--- config.mk ---
export PLATFORM = sky130hd
export DESIGN_NAME = dot_accumulator_flat
export DESIGN_NICKNAME = d
export VERILOG_FILES = /design/src/rtl/dot_accumulator_if.sv /design/src/rtl/dot_accumulator.sv /design/src/flat_wrapper.sv
export SDC_FILE = /design/constraint.sdc
export NUM_CORES = 1
export LEC_CHECK = 0
export ABC_AREA = 1
export CORE_ASPECT_RATIO = 0.8
export CORE_MARGIN = 2
export CORE_UTILIZATION = 50
export CTS_CLUSTER_DIAMETER = 200
export DETAILED_ROUTE_END_ITERATION = 8
export PLACE_DENSITY = 0.76
export SLEW_MARGIN = 20
export SYNTH_ARGS = -nofsm -noshare
export SYNTH_HDL_FRONTEND = slang
export SYNTH_SLANG_ARGS = --single-unit
--- constraint.sdc ---
create_clock -name clk -period 2.6 [get_ports clk]
set_input_delay 0.52 -clock clk [delete_from_list [all_inputs] [get_ports clk]]
set_output_delay 0.52 -clock clk [all_outputs]
set_load 0.01 [all_outputs]
--- src/rtl/dot_accumulator_if.sv ---
// Handshake bundle between the vector multiplier, the dot accumulator and its consumer.
// The master drives partial products and out_ready; the slave (accumulator) returns results.
interface dot_accumulator_if #(
  parameter int W_X   = 8,
  parameter int W_OUT = 8
);
  logic                    in_valid;
  logic signed [W_X-1:0]   in_data;
  logic                    in_ready;
  logic                    out_valid;
  logic                    out_ready;
  logic signed [W_OUT-1:0] out_data;
  logic                    out_sat;

  modport master (
    output in_valid, in_data, out_ready,
    input  in_ready, out_valid, out_data, out_sat
  );

  modport slave (
    input  in_valid, in_data, out_ready,
    output in_ready, out_valid, out_data, out_sat
  );
endinterface

--- src/rtl/dot_accumulator.sv ---
// Sums N_CHUNK signed partial dot products into one full result, saturates it to W_OUT
// and holds it on a valid/ready output, stalling the multiplier while the result waits.
module dot_accumulator #(
  parameter int W_X     = 8,
  parameter int N_CHUNK = 4,
  parameter int W_OUT   = 8
) (
  input  logic             clk,
  input  logic             rst,
  input  logic             clear,
  output logic             busy,
  dot_accumulator_if.slave bus
);
  localparam int W_ACC = W_X + $clog2(N_CHUNK) + 1;
  localparam int CW    = $clog2(N_CHUNK + 1);
  localparam logic [CW-1:0] LAST_CNT = CW'(N_CHUNK - 1);

  typedef enum logic [1:0] {IDLE, ACCUM, HOLD} state_t;

  state_t                  state;
  logic signed [W_ACC-1:0] acc;
  logic [CW-1:0]           cnt;
  logic                    out_valid_q;
  logic signed [W_OUT-1:0] out_data_q;
  logic                    out_sat_q;

  logic                    accept;
  logic signed [W_ACC-1:0] in_ext;
  logic signed [W_ACC-1:0] sum;
  logic signed [W_OUT-1:0] sat_data;
  logic                    sat_flag;

  assign bus.in_ready  = !rst && !clear && (state != HOLD);
  assign accept        = bus.in_valid && bus.in_ready;
  assign in_ext        = W_ACC'(bus.in_data);
  assign sum           = acc + in_ext;
  assign bus.out_valid = out_valid_q;
  assign bus.out_data  = out_data_q;
  assign bus.out_sat   = out_sat_q;
  assign busy          = (state == ACCUM) || (state == HOLD);

  // The accumulator is sized so that it can never wrap; only the final narrowing can clip.
  generate
    if (W_OUT >= W_ACC) begin : g_wide
      assign sat_data = W_OUT'(sum);
      assign sat_flag = 1'b0;
    end else begin : g_narrow
      localparam logic signed [W_ACC-1:0] SAT_MAX = W_ACC'((2 ** (W_OUT - 1)) - 1);
      localparam logic signed [W_ACC-1:0] SAT_MIN = ~SAT_MAX;
      logic over_hi;
      logic over_lo;
      assign over_hi  = sum > SAT_MAX;
      assign over_lo  = sum < SAT_MIN;
      assign sat_data = over_hi ? SAT_MAX[W_OUT-1:0] :
                        over_lo ? SAT_MIN[W_OUT-1:0] : sum[W_OUT-1:0];
      assign sat_flag = over_hi || over_lo;
    end
  endgenerate

  // acc is zero in IDLE, so the first beat and later beats share the same add path.
  always_ff @(posedge clk) begin
    if (rst) begin
      state       <= IDLE;
      acc         <= '0;
      cnt         <= '0;
      out_valid_q <= 1'b0;
      out_data_q  <= '0;
      out_sat_q   <= 1'b0;
    end else begin
      case (state)
        IDLE, ACCUM: begin
          if (clear) begin
            state <= IDLE;
            acc   <= '0;
            cnt   <= '0;
          end else if (accept) begin
            if (cnt == LAST_CNT) begin
              state       <= HOLD;
              out_valid_q <= 1'b1;
              out_data_q  <= sat_data;
              out_sat_q   <= sat_flag;
              acc         <= '0;
              cnt         <= '0;
            end else begin
              state <= ACCUM;
              acc   <= sum;
              cnt   <= cnt + 1'b1;
            end
          end
        end
        HOLD: begin
          if (bus.out_ready) begin
            state       <= IDLE;
            out_valid_q <= 1'b0;
          end
        end
        default: begin
          state <= IDLE;
        end
      endcase
    end
  end
endmodule

--- src/flat_wrapper.sv ---
// flat-port wrapper written by rule: the top's interface ports become plain ports
module dot_accumulator_flat 
#(
  parameter int W_X     = 8,
  parameter int N_CHUNK = 4,
  parameter int W_OUT   = 8
)
  (clk, rst, clear, busy, bus_in_valid, bus_in_data, bus_out_ready, bus_in_ready, bus_out_valid, bus_out_data, bus_out_sat);
  dot_accumulator_if #(.W_X(W_X), .W_OUT(W_OUT)) bus_i ();
  input  logic clk;
  input  logic rst;
  input  logic clear;
  output logic busy;
  input wire logic [$bits(bus_i.in_valid)-1:0] bus_in_valid;
  input wire logic [$bits(bus_i.in_data)-1:0] bus_in_data;
  input wire logic [$bits(bus_i.out_ready)-1:0] bus_out_ready;
  output wire logic [$bits(bus_i.in_ready)-1:0] bus_in_ready;
  output wire logic [$bits(bus_i.out_valid)-1:0] bus_out_valid;
  output wire logic [$bits(bus_i.out_data)-1:0] bus_out_data;
  output wire logic [$bits(bus_i.out_sat)-1:0] bus_out_sat;
  assign bus_i.in_valid = bus_in_valid;
  assign bus_i.in_data = bus_in_data;
  assign bus_i.out_ready = bus_out_ready;
  assign bus_in_ready = bus_i.in_ready;
  assign bus_out_valid = bus_i.out_valid;
  assign bus_out_data = bus_i.out_data;
  assign bus_out_sat = bus_i.out_sat;
  dot_accumulator #(.W_X(W_X), .N_CHUNK(N_CHUNK), .W_OUT(W_OUT)) u_core (.clk(clk), .rst(rst), .clear(clear), .busy(busy), .bus(bus_i));
endmodule
==> flow_metrics.tcl <==
set metrics [dict create \
    status "finished, final reports clean" \
    critPathKind "in -> reg" \
    io_pins 25 \
    vias 1703 \
    tritoncts "built" \
    routed_wl_um 3928 \
    viasPerCell 5.024 \
    drt_pass1_iterations 4 \
    ant_nets 0 \
    slew_headroom_pct 72.81 \
    pre_cts_slack_ns -0.2902 \
    dp_hpwl_um 2975 \
    synth_area_per_cell_sq_um 6.548 \
    grt_pass1_vias 1456 \
    cap_violations 0 \
    crit_family "simple AND/OR/NAND/NOR gates" \
    grt_max_degree 20 \
    dpl_cell_area_sq_um 2073 \
    numPortBuffers 24 \
    nets 328 \
    cts_made_buffers 3 \
    yosys_warnings 0 \
    muxShareOfSynthArea_pct 0 \
    ff2ff_path_depth 16 \
    clock_latency_ns 0.28 \
    synth-compound-area-share_pct 13.75 \
    crit_fanout 6 \
    leakagePower_nw 1.040 \
    grt_pass1_wl_um 6361 \
    grt-ovfl-total 0 \
    min_path_type "reg -> reg" \
    fp-row-count 18 \
    postCtsHoldBufs 0 \
    dieArea_sq_um 3849 \
    grt_usage_pct 21.58 \
    drtIter0Drc 108 \
    slowest_stage "clkdlybuf4s50_1" \
    diodes 0 \
    grt_setup_unrepaired "false" \
    finish.instance_area_sq_um 2165 \
    cp.arrival_ns 2.63 \
    syn_inst 257 \
    mostFrequentLayoutCell "nand2_1" \
    hold_viol 0 \
    hold_depth 2 \
    wl_per_cell_um 11.59 \
    max_stage_delay_ns 0.46 \
    htree_levels 1 \
    synth_top_family_by_area "simple AND/OR/NAND/NOR gates" \
    finClkSkew_ns 0.01224 \
    gp_congestion 0.8764 \
    final_cells 339 \
    worstPathCellList "clkdlybuf4s50_1 -> ha_1 -> inv_1 -> fa_2 -> inv_1 -> nand3_1 -> nand2_4 -> nand2_2 -> nand2_1 -> nand2_1 -> nand2_2 -> nand2_1 -> o21ai_2 -> and2_4 -> nand2_2 -> nand2_1 -> inv_1" \
    final_cell_mix "78 x nand2_1, 38 x inv_1, 29 x a21oi_1" \
    start_util_pct 53.37 \
    end_kind "flip-flop" \
    syn-cell-area_sq_um 1683 \
    fin_crit_sh_pct 94.09 \
    crit_top_cell "nand2_1" \
    dp_cells 333 \
    drive_gt1_share_pct 11.71 \
    clockBufferDepth 2 \
    synth-simple-area-share_pct 30.04 \
    nFillCells 281 \
    antenna_found_initial 0 \
    fin_crit_ns 2.446 \
    maxSlewViolCount 0 \
    cts_sinks 26 \
    drc 0 \
    yosys.area_share.adder_pct 11.60 \
    synth_fp_nets 285 \
    setup_viol 0 \
    core_sq_um 3153 \
    ys_types 25 \
    cts-root-buf "clkbuf_8" \
    synth-xor-area-share_pct 3.123 \
    area_growth_pct 28.62 \
    cp_num_cells 17 \
    chipWidth_um 68.86 \
    fmaxAchievable_ghz 0.4088 \
    path_clk_slew_ns 0.10 \
    power_density_nw_per_um2 410.6 \
    postLayoutSetupSlackWorst_ns 0.1538 \
    start_kind "input pin" \
    ys_seq_elements 26 \
    worst_pin_slew_ns 0.4075 \
    yosysSeqAreaShare_pct 30.93 \
    crit_required_ns 2.79 \
    ir_drop_mv 0.3888 \
    cp.buffers_inverters 4 \
    die_h_um 55.89 \
]
[kinds of logic after synthesis]
group	Yosys count
compound gates	44
xor+xnor	6
fa+ha+maj	15
buf+inv	45
flops	26
simple gates	121
[cell type report]
| type | count | area, sq um | area share, % |
|---|---|---|---|
| tap | 40 | 50.05 | 2.312 |
| clock inverter | 1 | 30.03 | 1.387 |
| inverter | 40 | 150.1 | 6.936 |
| clock buffer | 3 | 41.29 | 1.908 |
| sequential | 26 | 520.5 | 24.05 |
| timing repair buffer | 43 | 382.9 | 17.69 |
| multi-input combinational | 186 | 989.7 | 45.72 |
[flip-flops by register name, indices dropped and copies added (netlist names)]
name                  cells
u_core.acc               11
u_core.bus.out_data       8
u_core.bus.out_sat        1
u_core.bus.out_valid      1
u_core.cnt                3
u_core.state              2
[report_power, final]
group	total [mW]	switching, mW	internal (mW)	leakage, nW
clock	0.338	0.132	0.206	0.0357
sequential	0.404	0.00233	0.402	0.210
combinational	0.147	0.0806	0.0665	0.794
[worst paths after layout]
kind,from,end,slack (ns)
worst max-delay path,bus_in_data[0],u_core.bus.out_sat,0.15
worst min-delay path,u_core.cnt[2],u_core.cnt[2],0.47
worst max register to register,u_core.acc[0],u_core.bus.out_sat,0.52
worst min register to register,u_core.cnt[2],u_core.cnt[2],0.47
[worst register-to-register path, cell delays in order (launching register included)]
cell and delay [ns]:
dfxtp_1 0.34, ha_1 0.16, inv_1 0.06, fa_2 0.34, inv_1 0.07, nand3_1 0.10
nand2_4 0.10, nand2_2 0.05, nand2_1 0.06, nand2_1 0.08, nand2_2 0.08, nand2_1 0.06
o21ai_2 0.17, and2_4 0.21, nand2_2 0.05, nand2_1 0.05, inv_1 0.03
[metrics by stage]
step	hold slack, ns	utilization [%]	TNS (ns)	total power, mW
after floorplan	0.4327	-	0	0.4931
after global placement	0.4446	65.75	-1.171	0.5523
after detailed placement	0.4590	65.75	-1.703	0.5536
after CTS	0.4708	68.02	0	0.8868
after global routing	0.4947	68.65	0	0.9280
final	0.4695	68.65	0	0.8887
[what timing repair did]
action / 4_1_cts / 5_1_grt
gates resized for setup: 0 / 4
hold endpoints to repair: 0 / 0
buffers inserted: 0 / 2
endpoints found under the setup margin: 0 / 6
[routing by layer]
metal  vias up  part of all wire (%)  track usage (%)
met5         -                     0                0
met4         0                  0.43            1.961
met3         2                   6.8            5.061
met2        51                    44            33.38
met1       763                    49            31.57
li1        887                     -                -
[cells in the mapped netlist]
cell | n | share of area [%]
o21bai_1 | 1 | 0.45
ha_1 | 14 | 10
and2_1 | 1 | 0.37
nand2_4 | 1 | 0.67
buf_6 | 1 | 0.67
clkbuf_1 | 3 | 0.67
nand2_2 | 5 | 1.9
nor3_2 | 1 | 0.59
nand4_1 | 2 | 0.74
a21oi_1 | 29 | 8.6
xnor2_1 | 4 | 2.1
o21ai_0 | 10 | 3.0
buf_2 | 1 | 0.30
inv_2 | 1 | 0.22
a211oi_1 | 1 | 0.45
fa_1 | 1 | 1.2
o22ai_1 | 2 | 0.74
o21ai_2 | 1 | 0.52
xor2_1 | 2 | 1.0
nor2_1 | 20 | 4.5
nand2_1 | 78 | 17
or2_1 | 1 | 0.37
dfxtp_1 | 26 | 31
inv_1 | 39 | 8.7
nand3_1 | 12 | 3.6
Power figures use the tool's default switching activity.
